$ cat src/rtl/dmem_bus_ctrl.sv
// dmem_bus_ctrl
// Data-memory bus controller between the processor's memory stage and a
// single-port data memory bus whose ack latency is variable. Each memory-stage
// load/store becomes one bus transaction. Busy stalls the pipeline until the
// transaction completes. Word and byte accesses are handled by lane selection,
// byte-enable generation and sign extension. Misaligned word accesses and bus
// timeouts set a sticky Error flag.
//
// Ports:
//   clk, rst          clock (rising edge) and asynchronous active-low reset
//   ReqValid/ReqWrite/ReqByte/ReqAddr/ReqWData   memory-stage request
//   Busy              stall request to the hazard unit
//   RspValid/RspRData one-cycle response pulse and formatted load data
//   Error             sticky misalignment/timeout flag
//   BusReq/BusWe/BusAddr/BusBe/BusWData          bus request side
//   BusAck/BusRData   bus completion and read data
module dmem_bus_ctrl #(
  parameter int WORD_SIZE = 32,
  parameter int TIMEOUT   = 16
) (
  input  logic                 clk,
  input  logic                 rst,
  input  logic                 ReqValid,
  input  logic                 ReqWrite,
  input  logic                 ReqByte,
  input  logic [WORD_SIZE-1:0] ReqAddr,
  input  logic [WORD_SIZE-1:0] ReqWData,
  output logic                 Busy,
  output logic                 RspValid,
  output logic [WORD_SIZE-1:0] RspRData,
  output logic                 Error,
  output logic                 BusReq,
  output logic                 BusWe,
  output logic [WORD_SIZE-1:0] BusAddr,
  output logic [3:0]           BusBe,
  output logic [WORD_SIZE-1:0] BusWData,
  input  logic                 BusAck,
  input  logic [WORD_SIZE-1:0] BusRData
);

  // TIMEOUT >= 2, so the counter is at least one bit wide.
  localparam int CW = $clog2(TIMEOUT);
  localparam logic [CW-1:0] CNT_LAST = CW'(TIMEOUT - 1);

  typedef enum logic [1:0] {
    IDLE = 2'd0,
    BUS  = 2'd1,
    DONE = 2'd2
  } state_e;

  state_e                 state_r;
  state_e                 stateNext_s;
  logic                   captWrite_r;
  logic                   captByte_r;
  logic [WORD_SIZE-1:0]   captAddr_r;
  logic [WORD_SIZE-1:0]   captWData_r;
  logic [CW-1:0]          cnt_r;
  logic [WORD_SIZE-1:0]   rspData_r;
  logic                   error_r;
  logic                   accept_s;
  logic                   misalign_s;
  logic                   timeout_s;

  // One-hot byte enable for a byte lane.
  function automatic logic [3:0] laneBe(input logic [1:0] lane);
    logic [3:0] be;
    case (lane)
      2'd0:    be = 4'b0001;
      2'd1:    be = 4'b0010;
      2'd2:    be = 4'b0100;
      2'd3:    be = 4'b1000;
      default: be = 4'b0000;
    endcase
    return be;
  endfunction

  // Response data for an acked transaction: 0 for stores, the raw word for
  // word loads, the sign-extended addressed lane for byte loads.
  function automatic logic [31:0] formatLoad(input logic        isWrite,
                                             input logic        isByte,
                                             input logic [1:0]  lane,
                                             input logic [31:0] rdata);
    logic [7:0]  b;
    logic [31:0] res;
    b = rdata[{lane, 3'b000} +: 8];
    if (isWrite) begin
      res = 32'h0000_0000;
    end else if (isByte) begin
      res = {{24{b[7]}}, b};
    end else begin
      res = rdata;
    end
    return res;
  endfunction

  // Request qualification in IDLE; timeout detection in BUS.
  always_comb begin
    accept_s   = 1'b0;
    misalign_s = 1'b0;
    timeout_s  = 1'b0;
    if (state_r == IDLE && ReqValid) begin
      accept_s   = ReqByte || (ReqAddr[1:0] == 2'b00);
      misalign_s = !ReqByte && (ReqAddr[1:0] != 2'b00);
    end else begin
      accept_s   = 1'b0;
      misalign_s = 1'b0;
    end
    if (state_r == BUS && !BusAck && cnt_r == CNT_LAST) begin
      timeout_s = 1'b1;
    end else begin
      timeout_s = 1'b0;
    end
  end

  // FSM state register.
  always_ff @(posedge clk or negedge rst) begin
    if (!rst) begin
      state_r <= IDLE;
    end else begin
      state_r <= stateNext_s;
    end
  end

  // FSM next-state logic.
  always_comb begin
    stateNext_s = state_r;
    case (state_r)
      IDLE: begin
        if (accept_s) begin
          stateNext_s = BUS;
        end else if (misalign_s) begin
          stateNext_s = DONE;
        end else begin
          stateNext_s = IDLE;
        end
      end
      BUS: begin
        // An ack in the limit cycle wins over the timeout.
        if (BusAck || timeout_s) begin
          stateNext_s = DONE;
        end else begin
          stateNext_s = BUS;
        end
      end
      DONE:    stateNext_s = IDLE;
      default: stateNext_s = IDLE;
    endcase
  end

  // Request capture, timeout counter, response data and sticky error.
  always_ff @(posedge clk or negedge rst) begin
    if (!rst) begin
      captWrite_r <= 1'b0;
      captByte_r  <= 1'b0;
      captAddr_r  <= '0;
      captWData_r <= '0;
      cnt_r       <= '0;
      rspData_r   <= '0;
      error_r     <= 1'b0;
    end else begin
      if (state_r == IDLE && ReqValid) begin
        captWrite_r <= ReqWrite;
        captByte_r  <= ReqByte;
        captAddr_r  <= ReqAddr;
        captWData_r <= ReqWData;
        cnt_r       <= '0;
      end
      if (misalign_s || timeout_s) begin
        error_r   <= 1'b1;
        rspData_r <= '0;
      end else if (state_r == BUS && BusAck) begin
        rspData_r <= formatLoad(captWrite_r, captByte_r, captAddr_r[1:0], BusRData);
      end
      if (state_r == BUS && !BusAck && !timeout_s) begin
        cnt_r <= cnt_r + {{(CW-1){1'b0}}, 1'b1};
      end
    end
  end

  // FSM outputs; bus signals come straight from captured registers.
  always_comb begin
    Busy     = 1'b0;
    RspValid = 1'b0;
    BusReq   = 1'b0;
    BusWe    = 1'b0;
    BusAddr  = '0;
    BusBe    = 4'b0000;
    BusWData = '0;
    case (state_r)
      IDLE: begin
        // Gate with rst so the stall drops while reset is asserted.
        Busy = ReqValid && rst;
      end
      BUS: begin
        Busy    = 1'b1;
        BusReq  = 1'b1;
        BusWe   = captWrite_r;
        BusAddr = {captAddr_r[WORD_SIZE-1:2], 2'b00};
        if (captByte_r) begin
          BusBe    = laneBe(captAddr_r[1:0]);
          BusWData = {4{captWData_r[7:0]}};
        end else begin
          BusBe    = 4'b1111;
          BusWData = captWData_r;
        end
      end
      DONE: begin
        RspValid = 1'b1;
      end
      default: begin
        Busy = 1'b0;
      end
    endcase
  end

  assign RspRData = rspData_r;
  assign Error    = error_r;

endmodule

$ cat config.mk
export PLATFORM = sky130hd
export DESIGN_NAME = dmem_bus_ctrl
export DESIGN_NICKNAME = d
export VERILOG_FILES = /design/src/rtl/dmem_bus_ctrl.sv
export SDC_FILE = /design/constraint.sdc
export NUM_CORES = 1
export LEC_CHECK = 0
export BUFFER_PORTS_ARGS = -buffer_cell sky130_fd_sc_hd__buf_2
export CAP_MARGIN = 20
export CORE_MARGIN = 2
export CORE_UTILIZATION = 52
export CTS_CLUSTER_SIZE = 25
export DETAILED_ROUTE_END_ITERATION = 8
export PLACE_DENSITY_LB_ADDON = 0.15
export SLEW_MARGIN = 10
export SYNTH_ARGS = -nofsm -noshare
export SYNTH_HDL_FRONTEND = slang
export SYNTH_SLANG_ARGS = --single-unit
$ cat constraint.sdc
create_clock -name clk -period 3.95 [get_ports clk]
set_input_delay 0.1975 -clock clk [delete_from_list [all_inputs] [get_ports clk]]
set_output_delay 0.1975 -clock clk [all_outputs]
set_load 0.1 [all_outputs]
==> flow_summary_export.csv <==
group,metric,value,unit
run_status,status,"finished, final reports clean",
setup_path,reg2reg_from,"captAddr_r[0]$_DFFE_PN0P_",
routing,wl_per_cell,14.8,µm
setup_path,crit-reg2reg-capture,"RspRData[27]$_DFFE_PN0P_",
synthesis,synth_top_area_cell,"dfrtp_1",
setup_path,r2r_setup_slack,1.48,ns
global_route,grt_usage,25.8,%
synthesis,ys_ff_latch,105,
timing,hold_viol,0,
routing,routed_wl,13100,µm
routing,first_iter_violations,229,
pwr,total_power,5.52,mW
cells_and_area,syn2layout_area_growth,25.8,%
setup_path,slowest_stage,"dfrtp_1",
pwr,power_leakage,3.45,nW
routing,ant_nets,0,
synthesis,muxShareOfSynthArea,1.87,%
clocking,clkSlewWorstSetupHoldPaths,0.10,ns
placement,dp_hpwl,9200,µm
setup_path,critical_path_class,"reg2out",
floorplan,floorplan.initialDensity,53.5,%
routing,remaining_drc_errors,0,
synthesis,synth_top_area_share,53.2,%
synthesis,yosys.area_share.xor_xnor,0.177,%
routing,num_vias,4552,
cells_and_area,final_common_cell,"nand2_1",
floorplan,die-area,10300,µm²
synthesis,post_synth.cell_area_avg,8.65,µm²
setup_path,worstPathRequired,3.75,ns
global_route,grt_pass1_vias,4389,
timing,tns,0,ns
setup_path,path_buf_inv,4,
timing,max_freq,370,MHz
floorplan,rows,35,
setup_path,worstPathArrival,2.51,ns
min_path,hold_class,"in2reg",
synthesis,synth_top_family_by_area,"simple AND/OR/NAND/NOR gates",
synthesis,synthSimpleGateAreaFrac,24.9,%
synthesis,yosys_warnings,0,
timing,worstMarginPinSlew,0.854,ns
placement,gp_congestion,0.904,
clocking,numCtsBuffers,9,
clocking,cts_buffer_depth,2,
cells_and_area,utilization,67.2,%
timing,whs,0.0189,ns
synthesis,synthCells,571,
cells_and_area,fin_cells,887,
global_route,grt_pass1_wl,21100,µm
synthesis,yosysSeqAreaShare,53.2,%
min_path,hold_path_end,"captWData_r[10]$_DFFE_PN0P_",
placement,numPortBuffers,204,
floorplan,core_area,9240,µm²
cells_and_area,drive_above_1_share,30.8,%
cells_and_area,fillers,771,
clocking,h-tree-depth,3,
timing,max-slew-margin-rel,43.0,%
floorplan,die_y,101,µm
routing,dr.pass1.iters,5,
synthesis,synthAdderAreaFrac,0.253,%
cells_and_area,final_cell_mix,"nand2_1 (230), buf_2 (203), dfrtp_1 (105)",
pwr,ir_drop,0.000578,V
clocking,root_buffer,"clkbuf_8",
global_route,grt_max_degree,70,
global_route,gr-total-overflow,0,
setup_path,slowest_delay,0.43,ns
synthesis,synth_area,4940,µm²
placement,pre_cts_ws,1.56,ns
setup_path,timing.critical_path.mode_cell,"buf_4",
floorplan,die_w,101,µm
timing,setup-violations-final,0,
timing,rsz0062_at_grt,"no",
clocking,clk_latency,0.36,ns
min_path,whs_path_depth,3,
floorplan,ios,207,
timing,drv_slew,0,
clocking,clock-sinks,105,
global_route,grt_antenna_before_repair,1,
timing,period_needed,2.70,ns
setup_path,path_max_fanout,32,
synthesis,synth-compound-area-share,15.0,%
setup_path,path_delay_family,"buffers and inverters",
placement,dp_cells,869,
timing,post-route-period-util,68.4,%
setup_path,crit_chain,"nand2b_1, buf_4, inv_1, buf_4, and2_1, buf_2",
min_path,hold_start,"ReqWData[10]",
cells_and_area,final_cell_area,6210,µm²
flow_run,cap_violations,0,
setup_path,cp-start-kind,"flop",
synthesis,yosys.cell_types.count,35,
clocking,cts_tree,"done",
routing,viasPerCell,5.13,
placement,place_area,6000,µm²
setup_path,r2r_cells,4,
synthesis,ys_top_cells_by_area,"dfrtp_1 (53%), nand2_1 (17%), a21oi_1 (6.8%), o2bb2ai_1 (5.7%), and2_1 (5.2%)",
pwr,powerDensity,888,nW/µm²
timing,layout_setup_ws,1.25,ns
cells_and_area,layout.nets,855,
setup_path,endpoint_kind,"primary output",
timing,fin_skew,0.0113,ns
-- how the worst max path moves through the flow --
stage | from | end | slack (ns) | depth (start not counted)
after floorplan | captByte_r$_DFFE_PN0P_ | BusWData[10] | 1.16 | 5
after CTS | state_r[1]$_DFF_PN0_ | BusAddr[15] | 1.24 | 6
after detailed placement | captAddr_r[0]$_DFFE_PN0P_ | RspRData[27]$_DFFE_PN0P_ | 1.56 | 4
after global routing | state_r[1]$_DFF_PN0_ | BusAddr[15] | 1.11 | 6
after global placement | state_r[1]$_DFF_PN0_ | RspRData[4]$_DFFE_PN0P_ | 1.42 | 5
final | state_r[1]$_DFF_PN0_ | BusAddr[4] | 1.25 | 6
-- power by group --
part | leakage, nW | switching [mW] | internal, mW | total (mW)
Combinational | 2.02 | 2.56 | 0.567 | 3.13
Clock | 0.0966 | 0.365 | 0.316 | 0.681
Sequential | 1.33 | 0.266 | 1.44 | 1.70
-- synthesized netlist by cell type (all sizes together) --
cell       n
nand2    230
dfrtp    105
a21oi     67
and2      41
o2bb2ai   32
clkbuf    24
buf       21
a211oi     7
mux2i      7
o21ai      6
inv        4
nor2       4
nand2b     3
nand3      3
nand3b     2
a211o      1
a32o       1
and3       1
conb       1
ha         1
mux4       1
nor2b      1
nor3       1
nor3b      1
o21a       1
o311ai     1
o31ai      1
or3        1
or3b       1
xnor2      1
-- cell type report --
cell class | count | area [µm²] | area share [%]
multi-input cells | 418 | 2100 | 33.8
clock buffers | 11 | 141 | 2.28
clock inverters | 5 | 62.6 | 1.01
flip-flops and latches | 105 | 2630 | 42.3
diodes | 1 | 2.50 | 0.0403
repair buffers | 214 | 1100 | 17.8
well taps | 129 | 161 | 2.60
inverters | 4 | 15.0 | 0.242
-- worst register-to-register path: stages, from the launching register on --
cell       delay, ns
dfrtp_1         0.88
mux4_2          0.59
and2_1          0.44
a21oi_1         0.34
o2bb2ai_1       0.09
-- metal layers --
layer | up-vias | wire (µm) | track usage [%]
met3 | 14 | 1020 | 6.07
met1 | 2133 | 5770 | 36.1
li1 | 2235 | - | -
met5 | - | 0 | 0
met2 | 170 | 6120 | 40.1
met4 | 0 | 191 | 8.32
-- sequential cells by signal (all words and copies together) (netlist names) --
register	count
Error	1
RspRData	32
captAddr_r	32
captByte_r	1
captWData_r	32
captWrite_r	1
cnt_r	4
state_r	2
-- logic make-up after synthesis --
logic type / count (synthesis)
xor+xnor: 1
buf+inv: 49
compound gates: 117
simple gates: 289
flops: 105
other cells: 1
fa+ha+maj: 1
mux: 8
-- repair_timing --
action	4_1_cts	5_1_grt
resized for setup	0	0
buffers inserted	0	0
endpoints found under the setup margin	0	0
hold buffers	1	0
endpoints found under the hold margin	49	0
Note: power is estimated with default switching activity, not from simulation.
